**src/rtl/sca_window_ctrl.sv**
```systemverilog
// Single-channel-analyzer window controller: owns the comparator thresholds,
// qualifies pulses from the registered low/high flags and enforces a dead time.
module sca_window_ctrl #(
  parameter int ADC_WIDTH         = 14,
  parameter int WIDTH_BITS        = 8,
  parameter int DEAD_BITS         = 16,
  parameter int DEFAULT_LOW       = -4096,
  parameter int DEFAULT_HIGH      = 4095,
  parameter int DEFAULT_MIN_WIDTH = 4,
  parameter int DEFAULT_DEAD      = 16
) (
  input  logic                        adc_clk,
  input  logic                        rst,
  input  logic                        enable,
  input  logic                        cfg_valid,
  output logic                        cfg_ready,
  input  logic signed [ADC_WIDTH-1:0] cfg_low,
  input  logic signed [ADC_WIDTH-1:0] cfg_high,
  input  logic [WIDTH_BITS-1:0]       cfg_min_width,
  input  logic [DEAD_BITS-1:0]        cfg_dead,
  output logic signed [ADC_WIDTH-1:0] thr_low,
  output logic signed [ADC_WIDTH-1:0] thr_high,
  input  logic                        vgl,
  input  logic                        vgh,
  input  logic                        cnt_clr,
  output logic                        sca_pulse,
  output logic                        reject_pulse,
  output logic                        busy,
  output logic [31:0]                 pulse_count
);

  typedef enum logic [2:0] {IDLE, ARM, READY, PULSE, DEAD} state_t;

  localparam logic [WIDTH_BITS-1:0] WIDTH_MAX = '1;

  state_t                state;
  logic [1:0]            settle;
  logic [WIDTH_BITS-1:0] width;
  logic                  over;
  logic [DEAD_BITS-1:0]  dead_cnt;
  logic [WIDTH_BITS-1:0] min_width;
  logic [DEAD_BITS-1:0]  dead_time;
  logic                  cfg_fire;

  // Config is only taken between pulses so a window never changes mid-measurement.
  assign cfg_ready = (state == IDLE) || (state == ARM) || (state == READY);
  assign cfg_fire  = cfg_valid && cfg_ready;

  always_ff @(posedge adc_clk) begin
    if (!rst) begin
      state        <= IDLE;
      settle       <= 2'd0;
      width        <= '0;
      over         <= 1'b0;
      dead_cnt     <= '0;
      thr_low      <= ADC_WIDTH'(DEFAULT_LOW);
      thr_high     <= ADC_WIDTH'(DEFAULT_HIGH);
      min_width    <= WIDTH_BITS'(DEFAULT_MIN_WIDTH);
      dead_time    <= DEAD_BITS'(DEFAULT_DEAD);
      sca_pulse    <= 1'b0;
      reject_pulse <= 1'b0;
      busy         <= 1'b0;
      pulse_count  <= '0;
    end else begin
      // NOTE: non-blocking defaults first; a later assignment in this block to
      // the same register overrides them, which is how the strobes and the
      // clear-vs-accept priority are expressed.
      sca_pulse    <= 1'b0;
      reject_pulse <= 1'b0;
      if (cnt_clr) pulse_count <= '0;

      if (cfg_fire) begin
        thr_low   <= cfg_low;
        thr_high  <= cfg_high;
        min_width <= cfg_min_width;
        dead_time <= cfg_dead;
      end

      if (!enable) begin
        state <= IDLE;
        busy  <= 1'b0;
      end else begin
        case (state)
          IDLE: begin
            state  <= ARM;
            settle <= 2'd2;
          end
          ARM: begin
            // settle=2 hides the two cycles a threshold change needs to reach vgl
            if (cfg_fire) begin
              settle <= 2'd2;
            end else if (settle != 2'd0) begin
              settle <= settle - 2'd1;
            end else if (!vgl) begin
              state <= READY;
            end
          end
          READY: begin
            if (cfg_fire) begin
              state  <= ARM;
              settle <= 2'd2;
            end else if (vgl) begin
              state <= PULSE;
              width <= WIDTH_BITS'(1);
              over  <= vgh;
              busy  <= 1'b1;
            end
          end
          PULSE: begin
            if (vgl) begin
              if (width != WIDTH_MAX) width <= width + WIDTH_BITS'(1);
              over <= over | vgh;
            end else begin
              state    <= DEAD;
              dead_cnt <= dead_time;
              if (!over && (width >= min_width)) begin
                sca_pulse   <= 1'b1;
                pulse_count <= cnt_clr ? 32'd1 : pulse_count + 32'd1;
              end else begin
                reject_pulse <= 1'b1;
              end
            end
          end
          DEAD: begin
            if (dead_cnt == '0) begin
              state  <= ARM;
              settle <= 2'd0;
              busy   <= 1'b0;
            end else begin
              dead_cnt <= dead_cnt - DEAD_BITS'(1);
            end
          end
          default: begin
            state <= IDLE;
            busy  <= 1'b0;
          end
        endcase
      end
    end
  end

endmodule

```
**config.mk**
```make
export PLATFORM = sky130hd
export DESIGN_NAME = sca_window_ctrl
export DESIGN_NICKNAME = d
export VERILOG_FILES = /design/src/rtl/sca_window_ctrl.sv
export SDC_FILE = /design/constraint.sdc
export NUM_CORES = 1
export LEC_CHECK = 0
export CAP_MARGIN = 20
export CORE_ASPECT_RATIO = 1.2
export CORE_MARGIN = 2
export CORE_UTILIZATION = 50
export DETAILED_ROUTE_END_ITERATION = 10
export PLACE_DENSITY = 0.8
export SLEW_MARGIN = 20
export SYNTH_ARGS = -nofsm -noshare
export SYNTH_HDL_FRONTEND = slang
export SYNTH_SLANG_ARGS = --single-unit
```
**constraint.sdc**
```tcl
create_clock -name adc_clk -period 2.9 [get_ports adc_clk]
set_clock_uncertainty 0.15 [all_clocks]
set_input_delay 0.58 -clock adc_clk [delete_from_list [all_inputs] [get_ports adc_clk]]
set_output_delay 0.58 -clock adc_clk [all_outputs]
set_load 0.05 [all_outputs]
```
==> results of run 1 <==
[kinds of logic (layout without fill, tap and decap cells)]
logic type      count (synthesis)  count (layout)
compound gates                161             161
simple gates                  305             305
buf+inv                        58             193
mux                             1               1
flops                         117             117
fa+ha+maj                      12              12
xor+xnor                       25              25
[timing repair]
action,in CTS,in global routing
pin swaps,0,0
gates cloned,0,0
endpoints found under the setup margin,4,7
resized for setup,1,1
[sequential cells by signal (all words and copies together) (netlist names)]
signal	cells
thr_high	14
thr_low	14
over	1
state	3
settle	2
dead_time	16
reject_pulse	1
dead_cnt	16
sca_pulse	1
pulse_count	32
min_width	8
width	8
busy	1
[area by class of cell]
cell class	instances	area [um^2]	share of cell area
Timing Repair Buffer	145	1419	0.1899
Clock buffer	22	474.2	0.06348
Inverter	17	63.81	0.008543
Tap cell	129	161.4	0.02161
Clock inverter	9	150.1	0.02010
Sequential cell	117	2342	0.3136
Multi-Input combinational cell	504	2859	0.3827
[worst min-delay path by stage]
stage | start | end | slack [ns] | cells past startpoint
finish | dead_time[10] | dead_time[10] | 0.30 | 2
CTS | thr_low[4] | thr_low[4] | 0.31 | 2
global route | dead_time[6] | dead_time[6] | 0.32 | 2
global placement | thr_low[1] | thr_low[1] | 0.29 | 2
detailed placement | thr_low[4] | thr_low[4] | 0.30 | 2
floorplan | dead_time[13] | dead_time[13] | 0.29 | 2
[cells in the mapped netlist (all sizes together) (2+ instances only)]
| cell type | instances | area share |
|---|---|---|
| nor2 | 66 | 0.046 |
| clkbuf | 33 | 0.023 |
| or4 | 5 | 0.0069 |
| nand4 | 11 | 0.014 |
| and4 | 5 | 0.0081 |
| o31ai | 12 | 0.017 |
| nor4b | 2 | 0.0032 |
| nand3 | 28 | 0.026 |
| o211ai | 23 | 0.032 |
| xnor2 | 4 | 0.0065 |
| buf | 8 | 0.0092 |
| o2111ai | 9 | 0.015 |
| dfxtp | 117 | 0.43 |
| xor2 | 21 | 0.034 |
| o21bai | 2 | 0.0028 |
| nand2 | 131 | 0.091 |
| ha | 12 | 0.028 |
| nor4 | 8 | 0.017 |
| and2 | 4 | 0.0046 |
| or3 | 6 | 0.0069 |
| and3 | 8 | 0.0092 |
| o21a | 3 | 0.0042 |
| o21ai | 23 | 0.022 |
| o32ai | 3 | 0.0062 |
| inv | 17 | 0.012 |
| nand2b | 8 | 0.0092 |
| a21o | 2 | 0.0028 |
| nor2b | 2 | 0.0023 |
| a2111oi | 2 | 0.0032 |
| a21oi | 72 | 0.067 |
| a22oi | 3 | 0.0042 |
| nor3 | 16 | 0.016 |
[worst max-delay path: cells and delay by family (launching register included)]
family	cells	cell delay [ns]
compound gates	1	0.28
flops	1	0.42
buf+inv	1	0.87
[power breakdown]
part,switching (mW),internal [mW],total [mW]
logic,0.234,0.171,0.405
registers,0.0286,1.66,1.69
clock network,0.722,1.49,2.22
total,0.984,3.32,4.31
[metal layers]
metal / up-vias / share of wire
li1: 2639 / -
met1: 2571 / 0.39
met2: 188 / 0.53
met3: 45 / 0.052
met4: 0 / 0.029
met5: - / 0
[through the flow]
step	setup TNS, ns	hold slack [ns]	cell area [um^2]	instances
final	0	0.3041	7470	943
after global routing	0	0.3166	7470	943
after CTS	0	0.3064	7468	943
after detailed placement	-0.03757	0.2990	6840	912
after global placement	0	0.2933	6840	912
after floorplan	0	0.2860	5424	679
==> run summary, run 1 <==
Antenna violations before repair = 0
Worst-Margin Slew = 0.6591 ns
Fin nets = 873
Met2 usage = 0.4476
Pwr dens = 576.6 mW/mm^2
Yosys warning total = 0
Final period util = 0.9400
Via count = 5443
Final min period = 2.726 ns
Gate Count Post-Synth = 679
Final Power = 4.307 mW
Post-synthesis cell area = 0.005424 mm^2
Met1 GRT Util = 0.2911
Worst vdd ir = 379.6 uV
Status = finished, final reports clean
Setup crit start kind = register
Syn avg cell area = 7.988 um^2
Worst reg2reg setup slack = 0.23 ns
Die Wd = 99.08 um
WP data arrival = 2.00 ns
DRT Wirelength = 14.96 mm
RSZ-0062 raised after global routing = false
CTS max path bufs = 2
Die H = 118.1 um
Post-synthesis adder-cell area fraction = 0.02768
Synth Area in Compound Gates = 0.1859
Synth cell types = 57
Vias in the first global route = 5235
Root Buffer = clkbuf_16
Worst Path Max Fanout = 13
FF+latch count, synth = 117
CTS tree = yes
Hold Crit Class = reg -> reg
Most frequent cells in the layout = nand2_1 (130), clkdlybuf4s50_1 (122), dfxtp_1 (117)
Seq/Total Area, Yosys = 0.4318
Final design utilization = 0.7068
Largest family of logic cells by synthesized area = simple AND/OR/NAND/NOR gates
DRT Pass-1 Iters = 6
EDFF count, synth = 0
Achievable Freq = 0.3668 GHz
CTS Sinks = 117
Syn nets = 750
Post-CTS Hold Fix Bufs = 0
Core area = 0.01057 mm^2
IO Port Bufs = 122
Setup ws final = 0.1739 ns
GR peak layer = met2
I/O pins = 123
WP data required = 2.17 ns
Synth Area in XOR/XNOR = 0.04037
Mux share of post-synthesis cell area = 0.001845
CP endpoint = cfg_ready
Vias per cell = 5.772
Syn-to-layout area delta = 37.72%
Reg2reg path depth = 9
CTS H-tree depth = 4
Critical Path Max Stage Delay = 0.87 ns
Layout cells sized above 1 = 0.08108
Total congestion overflow = 0
DR WL/cell = 15.86 um
FF-to-FF End = pulse_count[17]
Final GP Congestion = 0.9122
Post-CTS setup buffers = 0
Largest net degree at the start of global routing = 56
Crit path capture type = output pin
Final hold violations = 0
Slowest library cell on the worst path = clkdlybuf4s50_1
Post-Synth Simple-Gate Area = 0.2685
Post-route ant nets = 0
Dominant synthesized flop cell = dfxtp_1
Leak Pwr = 2.787 nW
CP startpoint = state[1]
All-layer global routing usage = 0.2551
Max Slew Vio Count = 0
Commonest non-fill, non-tap cell in the layout = nand2_1
Initial core utilization = 0.5133
Diodes inserted = 0
Die area = 0.01170 mm^2
CP Cell Sequence = a21oi_1 -> clkdlybuf4s50_1
First-pass GRT wire length = 24.38 mm
Origin of the critical flop-to-flop path = width[0]
CP Class = reg -> out
Iter 0 DRT Violations = 378
Normalized max-slew margin = 0.5606
FP Rows = 41
Pre-CTS setup slack = -0.02204 ns
DRC = 0
Worst skew pair latency = 0.42 ns
Met3 Usage GRT = 0.05582
Ys async rst share = 0
Fillers = 844
Final setup fails = 0
Clock slew at reported path FFs = 0.05 ns
Post-DP HPWL = 10.39 mm
CTS Buf Count = 17
Max cap viols = 0
Note: power is estimated with default switching activity, not from simulation.
==> inputs of run 2 (changes only) <==
--- a/config.mk
+++ b/config.mk
@@ -12,3 +12,5 @@
 export DETAILED_ROUTE_END_ITERATION = 10
+export GPL_ROUTABILITY_DRIVEN = 0
 export PLACE_DENSITY = 0.8
+export SKIP_LAST_GASP = 1
 export SLEW_MARGIN = 20
--- a/constraint.sdc
+++ b/constraint.sdc
@@ -4,2 +4,2 @@
 set_output_delay 0.58 -clock adc_clk [all_outputs]
-set_load 0.05 [all_outputs]
+set_load 0.01 [all_outputs]
==> run 2 against run 1 <==
Net effect: via count decreased by 1.2%; sequential share of layout area grew 0.12 points; critical path depth is 7 higher; sequential power about the same; core utilization fell by 0.26 points; hold slack got worse by 0.00051 ns; global-route usage down 0.068 points; combinational power decreased by 19%; count of clock-buffer cells in the layout shrank 2; final cell count grew 0.11%.
==> run summary, run 2 (synthesis gave the netlist of run 1 again) <==
Status = finished, final reports clean
Slowest library cell on the worst path = a2111oi_1
FP Rows = 41
CTS H-tree depth = 4
RSZ-0062 raised after global routing = false
FF-to-FF End = pulse_count[17]
DRT Wirelength = 14.66 mm
Post-DP HPWL = 10.40 mm
Total congestion overflow = 0
Fin nets = 874
WP data required = 3.08 ns
CTS Buf Count = 17
Top Family by Delay on Critical Path = compound AO/OA/AOI/OAI gates
Reg2reg path depth = 9
CTS max path bufs = 2
Fillers = 805
Max Slew Vio Count = 0
Setup crit start kind = register
Clock slew at reported path FFs = 0.05 ns
CP Class = reg -> reg
Origin of the critical flop-to-flop path = width[0]
Initial core utilization = 0.5133
Post-CTS setup buffers = 0
Post-CTS Hold Fix Bufs = 0
Crit path capture type = register
Normalized max-slew margin = 0.5515
First-pass GRT wire length = 24.36 mm
Syn-to-layout area delta = 37.21%
WP data arrival = 2.81 ns
Final Power = 4.102 mW
Vias in the first global route = 5250
Die H = 118.1 um
Via count = 5376
Worst vdd ir = 465.5 uV
Post-route ant nets = 0
Max cap viols = 0
Vias per cell = 5.695
Pwr dens = 551.2 mW/mm^2
Iter 0 DRT Violations = 324
Worst Path Buf+Inv = 2
Final period util = 0.9065
Core area = 0.01057 mm^2
Placed Area = 0.006848 mm^2
Final min period = 2.629 ns
I/O pins = 123
CTS Sinks = 117
Worst skew pair latency = 0.41 ns
CP Cell Sequence = inv_1 -> ha_1 -> nand2b_1 -> a2111oi_1 -> nor4_4 -> buf_4 -> o211ai_1 -> o21ai_0 -> a21oi_1
Min-Delay Path Depth = 2
Leak Pwr = 2.784 nW
Hold Crit Class = reg -> reg
Largest net degree at the start of global routing = 56
IO Port Bufs = 122
Worst-Margin Slew = 0.6728 ns
Critical Path Max Stage Delay = 0.63 ns
Hold endpoint = dead_time[8]
Final hold violations = 0
Commonest non-fill, non-tap cell in the layout = nand2_1
Number of flip-flops in the largest register = 32
Final design utilization = 0.7042
Regs by FF count = pulse_count: 32 flops, dead_cnt: 16 flops, dead_time: 16 flops
Most frequent cells in the layout = nand2_1 (130), clkdlybuf4s50_1 (122), dfxtp_1 (117)
Diodes inserted = 0
Final setup fails = 0
Worst reg2reg setup slack = 0.27 ns
Hold_sp = dead_time[8]
Root Buffer = clkbuf_16
Achievable Freq = 0.3804 GHz
CTS tree = yes
Final standard cell area without fillers = 0.007442 mm^2
Worst Path Max Fanout = 8
Die Wd = 99.08 um
Die area = 0.01170 mm^2
DRC = 0
DRT Pass-1 Iters = 5
Biggest register = pulse_count
Antenna violations before repair = 0
Layout cells sized above 1 = 0.08344
DR WL/cell = 15.52 um
All-layer global routing usage = 0.2545
## run 2: cell count changes in the layout (fill, tap and decap cells not counted), sizes merged
cell      delta
buf          +1
bufinv       -1
clkbuf       -2
clkinv       +4
clkinvlp     -1
## run 2: what timing repair did
action | in CTS | in global routing
setup endpoints to repair | 4 | 9
resized for setup | 1 | 1
pin swaps | 0 | 0
## run 2: metrics by stage
step                      hold slack [ns]  setup slack [ns]  cells  setup TNS, ns
after floorplan                    0.2860            0.5773    679              0
after global placement             0.2927            0.1147    913              0
after detailed placement           0.2988          -0.09052    913        -0.3493
after CTS                          0.3062            0.1464    944              0
after global routing               0.3158           0.07113    944              0
final                              0.3036            0.2712    944              0
## run 2: how the worst max path moves through the flow
| stage | from | endpoint | slack (ns) | cells past startpoint |
|---|---|---|---|---|
| global placement | width[0] | pulse_count[3] | 0.11 | 8 |
| CTS | width[0] | pulse_count[17] | 0.15 | 9 |
| detailed placement | width[0] | pulse_count[22] | -0.09 | 8 |
| global route | width[0] | pulse_count[17] | 0.07 | 9 |
| finish | width[0] | pulse_count[17] | 0.27 | 9 |
| floorplan | width[0] | pulse_count[27] | 0.58 | 9 |
## run 2: metal layers
| layer | part of all wire | wire (um) | track usage |
|---|---|---|---|
| met4 | 0.037 | 541 | 0.1241 |
| met3 | 0.050 | 727 | 0.05582 |
| met1 | 0.40 | 5837 | 0.2947 |
| met2 | 0.52 | 7550 | 0.4383 |
| met5 | 0 | 0 | 0 |
## run 2: where the power goes
| part | internal (mW) | switching, mW |
|---|---|---|
| Clock | 1.38 | 0.710 |
| Sequential | 1.66 | 0.0273 |
| Combinational | 0.173 | 0.157 |
| Total | 3.21 | 0.894 |
## run 2: cell type report
class                   count  area (um^2)  share of cell area
multi-input cells         504         2859              0.3842
flip-flops and latches    117         2342              0.3147
repair buffers            146         1426              0.1917
clock buffers              20        456.7             0.06137
well taps                 129        161.4             0.02169
clock inverters            11        132.6             0.01782
inverters                  17        63.81            0.008574
## run 2: worst min-delay path: cells and delay by family (launching register included)
kind | cells | cell delay (ns)
AND/OR/NAND/NOR | 1 | 0.05
flip-flops | 1 | 0.30
AO/OA/AOI/OAI | 1 | 0.05
